--- src/rtl/decoder.sv ---
// Instruction decoder for the 8-bit core: splits the instruction into fields and
// drives register-file, status and program-counter controls; illegal_op is sticky.
module decoder #(
  parameter int DataWidth         = 8,
  parameter int SEL_WIDTH         = 2,
  parameter int PROGRAM_DataWidth = 16,
  parameter int NumOpCodeBits     = 5,
  parameter int ParamBits         = 8,
  parameter int NumStatusBits     = 6
) (
  input  logic                         clk,
  input  logic                         rst_n,
  input  logic [PROGRAM_DataWidth-1:0] instruction,
  input  logic [NumStatusBits-1:0]     status,
  output logic [NumOpCodeBits-1:0]     opcode,
  output logic [ParamBits-1:0]         param,
  output logic [DataWidth-1:0]         literal_adr,
  output logic [SEL_WIDTH-1:0]         rd_sel1,
  output logic [SEL_WIDTH-1:0]         rd_sel2,
  output logic                         rd_en1,
  output logic                         rd_en2,
  output logic [SEL_WIDTH-1:0]         wr_sel,
  output logic                         wr_en,
  output logic                         sel_reg_in_alu_decoder,
  output logic                         cnt_wr_en,
  output logic                         add_offset,
  output logic                         stat_wr_en,
  output logic                         stat_reg_in_alu_decoder,
  output logic [NumStatusBits-1:0]     status_out,
  output logic                         illegal_op
);

  localparam logic [4:0] OP_NOP  = 5'b00000;
  localparam logic [4:0] OP_ADD  = 5'b00001;
  localparam logic [4:0] OP_SUB  = 5'b00010;
  localparam logic [4:0] OP_AND  = 5'b00011;
  localparam logic [4:0] OP_OR   = 5'b00100;
  localparam logic [4:0] OP_NOT  = 5'b00101;
  localparam logic [4:0] OP_XOR  = 5'b00110;
  localparam logic [4:0] OP_SHL  = 5'b00111;
  localparam logic [4:0] OP_SHR  = 5'b01000;
  localparam logic [4:0] OP_VAL  = 5'b01001;
  localparam logic [4:0] OP_GOTO = 5'b10000;
  localparam logic [4:0] OP_IFZ  = 5'b10001;
  localparam logic [4:0] OP_IFNZ = 5'b10010;
  localparam logic [4:0] OP_IFEQ = 5'b10011;
  localparam logic [4:0] OP_IFST = 5'b10100;
  localparam logic [4:0] OP_IFGT = 5'b10101;

  logic [SEL_WIDTH-1:0] op1;
  logic [SEL_WIDTH-1:0] op2;
  logic                 reserved;
  logic                 branch_taken;
  logic                 is_branch;
  logic                 unused_bits;

  assign opcode      = instruction[PROGRAM_DataWidth-1 -: NumOpCodeBits];
  assign param       = instruction[ParamBits-1:0];
  assign literal_adr = instruction[DataWidth-1:0];
  assign op1         = instruction[9:8];
  assign op2         = instruction[4:3];

  assign stat_reg_in_alu_decoder = 1'b1;
  assign status_out              = '0;

  // Bit 10 and the low status flags carry no meaning for decode.
  assign unused_bits = ^{instruction[10], status[1:0]};

  always_comb begin
    rd_sel1                = '0;
    rd_sel2                = '0;
    rd_en1                 = 1'b0;
    rd_en2                 = 1'b0;
    wr_sel                 = '0;
    wr_en                  = 1'b0;
    sel_reg_in_alu_decoder = 1'b0;
    cnt_wr_en              = 1'b0;
    add_offset             = 1'b0;
    stat_wr_en             = 1'b0;
    reserved               = 1'b0;
    branch_taken           = 1'b0;
    is_branch              = 1'b0;
    case (opcode)
      OP_NOP: ;
      OP_ADD, OP_SUB, OP_AND, OP_OR, OP_XOR: begin
        rd_sel1 = op1;  rd_en1 = 1'b1;
        rd_sel2 = op2;  rd_en2 = 1'b1;
        wr_sel  = op1;  wr_en  = 1'b1;
        sel_reg_in_alu_decoder = 1'b1;
        stat_wr_en             = 1'b1;
      end
      OP_NOT: begin
        rd_sel2 = op2;  rd_en2 = 1'b1;
        wr_sel  = op1;  wr_en  = 1'b1;
        sel_reg_in_alu_decoder = 1'b1;
        stat_wr_en             = 1'b1;
      end
      OP_SHL, OP_SHR: begin
        rd_sel1 = op1;  rd_en1 = 1'b1;
        wr_sel  = op1;  wr_en  = 1'b1;
        sel_reg_in_alu_decoder = 1'b1;
        stat_wr_en             = 1'b1;
      end
      OP_VAL: begin
        wr_sel = op1;
        wr_en  = 1'b1;
      end
      OP_GOTO: cnt_wr_en = 1'b1;
      OP_IFZ:  begin is_branch = 1'b1; branch_taken = status[2];  end
      OP_IFNZ: begin is_branch = 1'b1; branch_taken = !status[2]; end
      OP_IFEQ: begin is_branch = 1'b1; branch_taken = status[3];  end
      OP_IFST: begin is_branch = 1'b1; branch_taken = status[4];  end
      OP_IFGT: begin is_branch = 1'b1; branch_taken = status[5];  end
      default: reserved = 1'b1;
    endcase
    if (is_branch) begin
      cnt_wr_en  = branch_taken;
      add_offset = branch_taken;
    end
  end

  always_ff @(posedge clk or negedge rst_n) begin
    if (!rst_n) begin
      illegal_op <= 1'b0;
    end else if (reserved) begin
      illegal_op <= 1'b1;
    end
  end

endmodule

--- config.mk ---
export PLATFORM = sky130hd
export DESIGN_NAME = decoder
export DESIGN_NICKNAME = d
export VERILOG_FILES = /design/src/rtl/decoder.sv
export SDC_FILE = /design/constraint.sdc
export NUM_CORES = 1
export LEC_CHECK = 0
export CAP_MARGIN = 20
export CORE_MARGIN = 2
export CORE_UTILIZATION = 28
export DETAILED_ROUTE_END_ITERATION = 6
export HOLD_SLACK_MARGIN = 0.06
export PLACE_DENSITY = 0.95
export SLEW_MARGIN = 25
export SYNTH_ARGS = -nofsm -noshare
export SYNTH_HDL_FRONTEND = slang
export SYNTH_SLANG_ARGS = --single-unit
--- constraint.sdc ---
create_clock -name clk -period 1.9 [get_ports clk]
set_input_delay 0.19 -clock clk [delete_from_list [all_inputs] [get_ports clk]]
set_output_delay 0.19 -clock clk [all_outputs]
set_load 0.1 [all_outputs]
==> impl_results.md, run 1 <==
* Outcome: completed
* Leak pwr at 0.000507 uW
* Initial drt markers at 3
* YS warnings at 0
* Routed vias/inst at 4.32
* Fill count at 144
* Vias at 531
* I/O Buffers at 37
* RSZ-0062 raised after global routing: no
* Initial antenna violation count at 0
* Chip Width at 47.6 um
* Cell count after synthesis at 74
* Crit start category: input port
* Cell Pwr Density at 453 nW/um^2
* Core area at 1760 um^2
* Post-route cell area at 1140 um^2
* Pin count of the biggest net entering global routing at 12
* Hold Fails Final Rpt at 0
* DPL Wire Length at 1170 um
* Mean Syn Cell Area at 7.19 um^2
* Number of synthesized register bits at 1
* Max FO, Critical Path at 7
* Max IR drop VDD at 0.260 mV
* Gp weighted congestion at 0.622
* Seq/Total Area, Yosys at 0.0471
* CP Data Arrival Time at 1630 ps
* Gr usage total at 0.126
* Full die area at 2260 um^2
* Tcrit/Tclk final at 0.960
* Vias in the first global route at 514
* Routed Antenna Nets at 0
* Final net count at 124
* Wire per inst at 11.9 um
* # rows at 15
* Commonest non-fill, non-tap cells in the layout: buf_12 (22), buf_4 (12), clkdlybuf4s50_1 (11), conb_1 (7), and2_4 (4)
* DRC at 0
* Crit Path Class: input port to output port
* Placed cell area at 1080 um^2
* Netlist Area Pre-Place at 532 um^2
* Initial core utilization at 0.301
* First-pass GRT wire length at 2150 um
* Drt pass-1 iters at 4
* Max Fclk at 548 MHz
* Post-synth cell types at 24
* Final Skew at 0 ps
* Total chip power at 515 uW
* Worst Setup End Kind: output port
* Pins Over Slew Limit at 0
* Die Y at 47.6 um
* Ports at 66
* Routed WL at 1470 um
* Largest register FFs at 1
* Most common cell after layout, fill and taps aside: buf_12
* Final setup viols at 0
* P&R area growth vs syn at 114%
* Top Registers: illegal_op: 1 flops
* Clock transition at path regs at 0 ps
* Post-CTS Hold Buffers at 0
* Ant diodes at 0
* # Max-Cap Violations at 0
* Clk Latency, worst-skew pair at 0 ps
* CP required at 1710 ps
* Tmin final at 1820 ps
* Hold Path Class: input port to asynchronous set/reset pin
* Share of cells above drive strength 1 at 0.561
* Biggest register: illegal_op
* Global route overflow at 0
final cells by class:
class / count / area [um^2] / area share
well taps: 25 / 31.3 / 0.0275
flip-flops and latches: 1 / 25.0 / 0.0220
inverters: 1 / 3.75 / 0.00330
multi-input cells: 44 / 367 / 0.322
repair buffers: 52 / 711 / 0.625
critical path, cell delays in order:
cell and delay [ps]:
clkdlybuf4s50_1 540, nor4_2 470, a211oi_4 90, and2_4 180
buf_12 160
layer usage:
layer / vias to the layer above / share of wire / routed length, um / global-route usage
li1: 255 / - / - / -
met1: 248 / 0.36 / 522 / 0.148
met2: 26 / 0.56 / 820 / 0.254
met3: 2 / 0.070 / 103 / 0
met4: 0 / 0.013 / 19 / 0.0270
met5: - / 0 / 0 / 0
final timing paths:
check	slack (ps)	end	cells past startpoint	startpoint
min reg2reg	480	illegal_op	1	illegal_op
min	340	illegal_op	1	rst_n
max in group asynchronous	1460	illegal_op	1	rst_n
min in group clk	380	literal_adr[0]	0	instruction[0]
max reg2reg	1260	illegal_op	1	illegal_op
max	80	wr_sel[1]	5	instruction[14]
metrics by stage:
step | util | setup slack, ps | std cells | setup TNS (ps) | hold WS, ps
after global placement | 0.613 | -25.2 | 119 | -69.5 | 339
after floorplan | - | -442 | 79 | -1350 | -106
final | 0.645 | 76.5 | 123 | 0 | 341
after global routing | 0.645 | 22.7 | 123 | 0 | 350
after CTS | 0.618 | 8.95 | 119 | 0 | 344
after detailed placement | 0.613 | -118 | 119 | -324 | 344
synth_stat cells:
| master | n | area, um^2 |
|---|---|---|
| buf_2 | 2 | 10.0 |
| mux2i_1 | 3 | 30.0 |
| o21bai_1 | 2 | 15.0 |
| a22oi_1 | 1 | 7.51 |
| and2_1 | 4 | 25.0 |
| and3_1 | 3 | 18.8 |
| o21ai_0 | 2 | 10.0 |
| a211oi_2 | 1 | 12.5 |
| nor4_1 | 1 | 6.26 |
| buf_4 | 30 | 225 |
| or3_1 | 1 | 6.26 |
| nor3_2 | 1 | 10.0 |
| conb_1 | 2 | 7.51 |
| nor4_2 | 1 | 12.5 |
| buf_6 | 1 | 11.3 |
| nor2_1 | 2 | 7.51 |
| or2_4 | 1 | 8.76 |
| xor2_1 | 1 | 8.76 |
| nand2_1 | 1 | 3.75 |
| nor2b_1 | 2 | 12.5 |
| nand2b_1 | 3 | 18.8 |
| dfrtp_1 | 1 | 25.0 |
| inv_1 | 1 | 3.75 |
| a21oi_1 | 7 | 35.0 |
timing repair:
item | in CTS | in global routing
endpoints found under the setup margin | 3 | 9
buffers inserted | 0 | 2
pin swaps | 0 | 2
gates resized for setup | 2 | 6
gates cloned | 0 | 2
cell families (layout without fill, tap and decap cells):
| group | after synthesis | in the layout | synth area share |
|---|---|---|---|
| buf+inv | 34 | 53 | 0.471 |
| simple gates | 20 | 20 | 0.245 |
| compound gates | 13 | 13 | 0.151 |
| mux | 3 | 3 | 0.0565 |
| other cells | 2 | 7 | 0.0141 |
| xor+xnor | 1 | 1 | 0.0165 |
| flops | 1 | 1 | 0.0471 |
where the power goes:
part,leakage [uW],internal (uW),total [uW],switching [uW]
clock network,0,0,0,0
logic,0.000498,168,493,326
registers,0.00000875,21.7,21.7,0.0000000000349
total,0.000507,189,515,326
Power figures use the tool's default switching activity.
==> inputs of run 2 (changes only) <==
--- a/config.mk
+++ b/config.mk
@@ -6,11 +6,13 @@
 export NUM_CORES = 1
 export LEC_CHECK = 0
 export CAP_MARGIN = 20
+export CELL_PAD_IN_SITES_DETAIL_PLACEMENT = 1
+export CELL_PAD_IN_SITES_GLOBAL_PLACEMENT = 1
 export CORE_MARGIN = 2
-export CORE_UTILIZATION = 28
+export CORE_UTILIZATION = 16
 export DETAILED_ROUTE_END_ITERATION = 6
 export HOLD_SLACK_MARGIN = 0.06
-export PLACE_DENSITY = 0.95
+export PLACE_DENSITY = 0.91
 export SLEW_MARGIN = 25
 export SYNTH_ARGS = -nofsm -noshare
 export SYNTH_HDL_FRONTEND = slang
==> run 2 against run 1 <==
Net effect: total power up 3.0%; sequential share of layout area down 0.16 points; cell area up 7.9%; critical path depth up 1; sequential power about the same.
==> impl_results.md, run 2 (synthesis gave the netlist of run 1 again) <==
* Outcome: completed
* Commonest non-fill, non-tap cells in the layout: buf_12 (22), buf_4 (22), clkdlybuf4s50_1 (11), conb_1 (7), and2_4 (4)
* # rows at 20
* Routed WL at 1720 um
* Chip Width at 61.7 um
* Total chip power at 531 uW
* Area occupied by multi-input gates at 352 um^2
* Vias in the first global route at 553
* Crit Path Class: input port to output port
* Fin Hold WS at 341 ps
* Reg area at 25.0 um^2
* Crit start category: input port
* Top Registers: illegal_op: 1 flops
* Max IR drop VDD at 0.191 mV
* Share of cells above drive strength 1 at 0.574
* RSZ-0062 raised after global routing: no
* Worst Setup EP: add_offset
* Fill count at 364
* Leak pwr at 0.000556 uW
* Worst Setup End Kind: output port
* Ports at 66
* Sequential group share of total power at 0.041
* Combinational share of power at 0.959
* Pin count of the biggest net entering global routing at 12
* Gp weighted congestion at 0.734
* # Max-Cap Violations at 0
* Tcrit/Tclk final at 0.909
* Final Skew at 0 ps
* Crit-path max cell delay at 460 ps
* DRC at 0
* Largest register FFs at 1
* CP cell instances: clkdlybuf4s50_1 -> buf_4 -> nand2b_1 -> a21oi_1 -> and3_1 -> buf_12
* Initial drt markers at 2
* Reg-to-reg setup timing slack at 1250 ps
* I/O Buffers at 37
* Vias at 566
* Met3 usage at 0.00420
* Hold Path Class: input port to asynchronous set/reset pin
* Gr usage total at 0.0815
* Global route overflow at 0
* Routed vias/inst at 3.72
* Worst reg-to-reg path cell count at 1
* Wire per inst at 11.3 um
* CP Data Arrival Time at 1540 ps
* GRT met2 Usage at 0.165
* Core area at 3100 um^2
* GR peak layer: met2
* FF-to-FF End: illegal_op
* Tmin final at 1730 ps
* Placed insts at 144
* Clock transition at path regs at 0 ps
* DPL Wire Length at 1490 um
* Ant diodes at 0
* Drt pass-1 iters at 4
* GR met1 Demand/Resource at 0.0897
* Crit path from: instruction[14]
* Non-Filler Instances at 152
* Final setup viols at 0
* Routed Antenna Nets at 0
* Pins Over Slew Limit at 0
* Net Sw Frac at 0.618
* Final net count at 134
* First-pass GRT wire length at 2410 um
* Post-CTS Hold Buffers at 0
* Max FO, Critical Path at 6
* Initial core utilization at 0.171
* Full die area at 3800 um^2
* Clk Latency, worst-skew pair at 0 ps
* Slowest-stage cell, CP: clkdlybuf4s50_1
* Sw power at 328 uW
* Hold Fails Final Rpt at 0
* CP required at 1710 ps
* P_int at 203 uW
* Initial antenna violation count at 0
* Cell Pwr Density at 432 nW/um^2
* P&R area growth vs syn at 131%
* Die Y at 61.7 um
* Beginning of the worst register-to-register path: illegal_op
* Max Fclk at 579 MHz
* Clock Power Share at 0
* Biggest register: illegal_op
run 2: changes by cell type in the layout (fill, tap and decap cells not counted), sizes merged:
cell	before	now
buf	38	48
run 2: critical path: cells and delay by family:
family                 cells  cell delay [ps]
buffers and inverters      3              840
AO/OA/AOI/OAI              1              120
AND/OR/NAND/NOR            2              390
run 2: cell type report:
type / instances / share of cell area
repair buffers: 62 / 0.645
multi-input cells: 44 / 0.286
well taps: 44 / 0.0449
flip-flops and latches: 1 / 0.0204
inverters: 1 / 0.00306
run 2: metrics by stage:
stage	util	setup TNS, ps	instance area (um^2)	setup slack [ps]
global placement	0.371	0	1150	42.9
floorplan	-	-1350	641	-442
global route	0.396	0	1230	61.5
finish	0.396	0	1230	173
detailed placement	0.371	0	1150	0.382
CTS	0.371	0	1150	3.60
run 2: how the worst min path moves through the flow:
stage / startpoint / slack (ps) / depth (start not counted) / endpoint
2_1_floorplan: rst_n / -110 / 0 / illegal_op
3_5_place_dp: rst_n / 340 / 1 / illegal_op
5_1_grt: rst_n / 360 / 1 / illegal_op
3_3_place_gp: rst_n / 340 / 1 / illegal_op
6_report: rst_n / 340 / 1 / illegal_op
4_1_cts: rst_n / 340 / 1 / illegal_op
run 2: repair_timing:
item,4_1_cts,5_1_grt
buffers inserted,0,7
gates cloned,0,1
pin swaps,1,4
setup endpoints to repair,1,8
resized for setup,0,6
run 2: metal layers:
layer	share of wire	vias to the layer above
li1	-	277
met5	0	-
met2	0.56	29
met4	0.022	0
met3	0.061	4
met1	0.35	256
run 2: power by group through the flow:
stage	combinational, uW	sequential [uW]	clock [uW]
floorplan	461	21.7	0
global placement	488	21.7	0
detailed placement	497	21.7	0
CTS	498	21.7	0
global route	525	21.7	0
finish	509	21.7	0
==> inputs of run 3 (changes only) <==
--- a/config.mk
+++ b/config.mk
@@ -12,7 +12,7 @@
 export CORE_UTILIZATION = 16
 export DETAILED_ROUTE_END_ITERATION = 6
 export HOLD_SLACK_MARGIN = 0.06
-export PLACE_DENSITY = 0.91
+export PLACE_DENSITY = 0.81
 export SLEW_MARGIN = 25
 export SYNTH_ARGS = -nofsm -noshare
 export SYNTH_HDL_FRONTEND = slang
==> run 3 against run 2 <==
Net effect: first-iteration DRC count up 100%; flip-flop and latch count unchanged; global-route usage rose by 0.085 points; wire length decreased by 13%; critical path depth increased by 1; fmax down 7.5%; highest routed layer is now met3.
==> impl_results.md, run 3 (synthesis gave the netlist of run 1 again) <==
* Outcome: completed
* Top Registers: illegal_op: 1 flops
* Biggest register: illegal_op
* Final setup margin at 32.5 ps
* Sequential group share of total power at 0.041
* Full die area at 3800 um^2
* Initial core utilization at 0.171
* Commonest non-fill, non-tap cells in the layout: buf_12 (22), buf_4 (18), clkdlybuf4s50_1 (14), conb_1 (7)
* Gp weighted congestion at 0.706
* Hold Fails Final Rpt at 0
* Routed WL at 1500 um
* FF-to-FF End: illegal_op
* Hold Path Class: input port to asynchronous set/reset pin
* Ports at 66
* Clock transition at path regs at 0 ps
* Final setup viols at 0
* Vias in the first global route at 549
* P_int at 198 uW
* Pre-CTS setup slack at -4.91 ps
* CP cell instances: clkdlybuf4s50_1 -> buf_4 -> buf_4 -> and3_1 -> o21ai_0 -> a21oi_4 -> buf_12
* CP Data Arrival Time at 1680 ps
* Global route overflow at 0
* # Max-Cap Violations at 0
* I/O Buffers at 37
* P&R area growth vs syn at 124%
* DPL Wire Length at 1380 um
* Chip Width at 61.7 um
* Share of cells above drive strength 1 at 0.569
* Vias at 529
* Gr usage total at 0.0824
* Crit Path Class: input port to output port
* Routed vias/inst at 3.62
* CP dominant cell by count: buf_4
* Placed insts at 144
* Combinational share of power at 0.959
* Post-route cell area at 1190 um^2
* Placed cell area at 1150 um^2
* Slowest-stage cell, CP: clkdlybuf4s50_1
* Non-Filler Instances at 146
* Worst reg-to-reg path cell count at 1
* DRC at 0
* Worst Setup End Kind: output port
* Routed Antenna Nets at 0
* Drt pass-1 iters at 5
* Max FO, Critical Path at 8
* Wire per inst at 10.3 um
* Pin count of the biggest net entering global routing at 12
* Reg-to-reg setup timing slack at 1260 ps
* Tmin final at 1870 ps
* Max Fclk at 535 MHz
* Crit-path max cell delay at 390 ps
* Cell Pwr Density at 439 nW/um^2
* Sw power at 326 uW
* DR top layer: met3
* Routed met1 length at 528 um
* Met3 WL post-DR at 116 um
* Initial antenna violation count at 0
* First-pass GRT wire length at 2490 um
* Leak pwr at 0.000502 uW
* Final Skew at 0 ps
* Clock Power Share at 0
* Initial drt markers at 4
* Tcrit/Tclk final at 0.983
* Pins Over Slew Limit at 0
* Beginning of the worst register-to-register path: illegal_op
* Crit path from: instruction[12]
* # rows at 20
* Final core utilization at 0.385
* Clk Latency, worst-skew pair at 0 ps
* Net Sw Frac at 0.623
* Max IR drop VDD at 0.165 mV
* Core area at 3100 um^2
* Most common cell after layout, fill and taps aside: buf_12
* Final net count at 128
* WL met2 at 858 um
* Largest register FFs at 1
* CP required at 1710 ps
* Ant diodes at 0
* Die Y at 61.7 um
* Crit start category: input port
-- run 3: worst max-delay path by stage --
stage	slack (ps)	cells after the start	endpoint
CTS	8	6	cnt_wr_en
global route	-8	7	cnt_wr_en
floorplan	-440	4	rd_sel2[1]
global placement	50	7	rd_sel2[1]
detailed placement	-5	6	cnt_wr_en
finish	30	7	cnt_wr_en
-- run 3: critical path: cells and delay by family --
family	cells	cell delay, ps
AND/OR/NAND/NOR	1	160
buffers and inverters	4	890
AO/OA/AOI/OAI	2	430
-- run 3: area by class of cell --
class | instances | area (um^2)
fillers | 369 | 1910
repair buffers | 56 | 738
inverters | 1 | 3.75
flip-flops and latches | 1 | 25.0
well taps | 44 | 55.1
multi-input cells | 44 | 372
-- run 3: power by group through the flow --
stage	Combinational, uW	Sequential [uW]	Clock, uW
floorplan	461	21.7	0
global placement	489	21.7	0
detailed placement	496	21.7	0
CTS	496	21.7	0
global route	519	21.7	0
finish	502	21.7	0
-- run 3: metrics by stage --
stage / total power (uW) / hold WS, ps / setup TNS (ps)
after floorplan: 482 / -106 / -1350
after global placement: 510 / 338 / 0
after detailed placement: 517 / 341 / -4.91
after CTS: 518 / 341 / 0
after global routing: 541 / 354 / -8.19
final: 524 / 340 / 0
-- run 3: what timing repair did --
action,CTS,global route
hold buffers,0,0
pin swaps,1,3
endpoints found under the setup margin,1,11
buffers inserted,0,2
resized for setup,0,5
-- run 3: per-layer routing --
| metal | GRT usage | vias up |
|---|---|---|
| met5 | 0 | - |
| met4 | 0.00304 | 0 |
| met3 | 0.0105 | 0 |
| met2 | 0.156 | 25 |
| met1 | 0.103 | 241 |
| li1 | - | 263 |
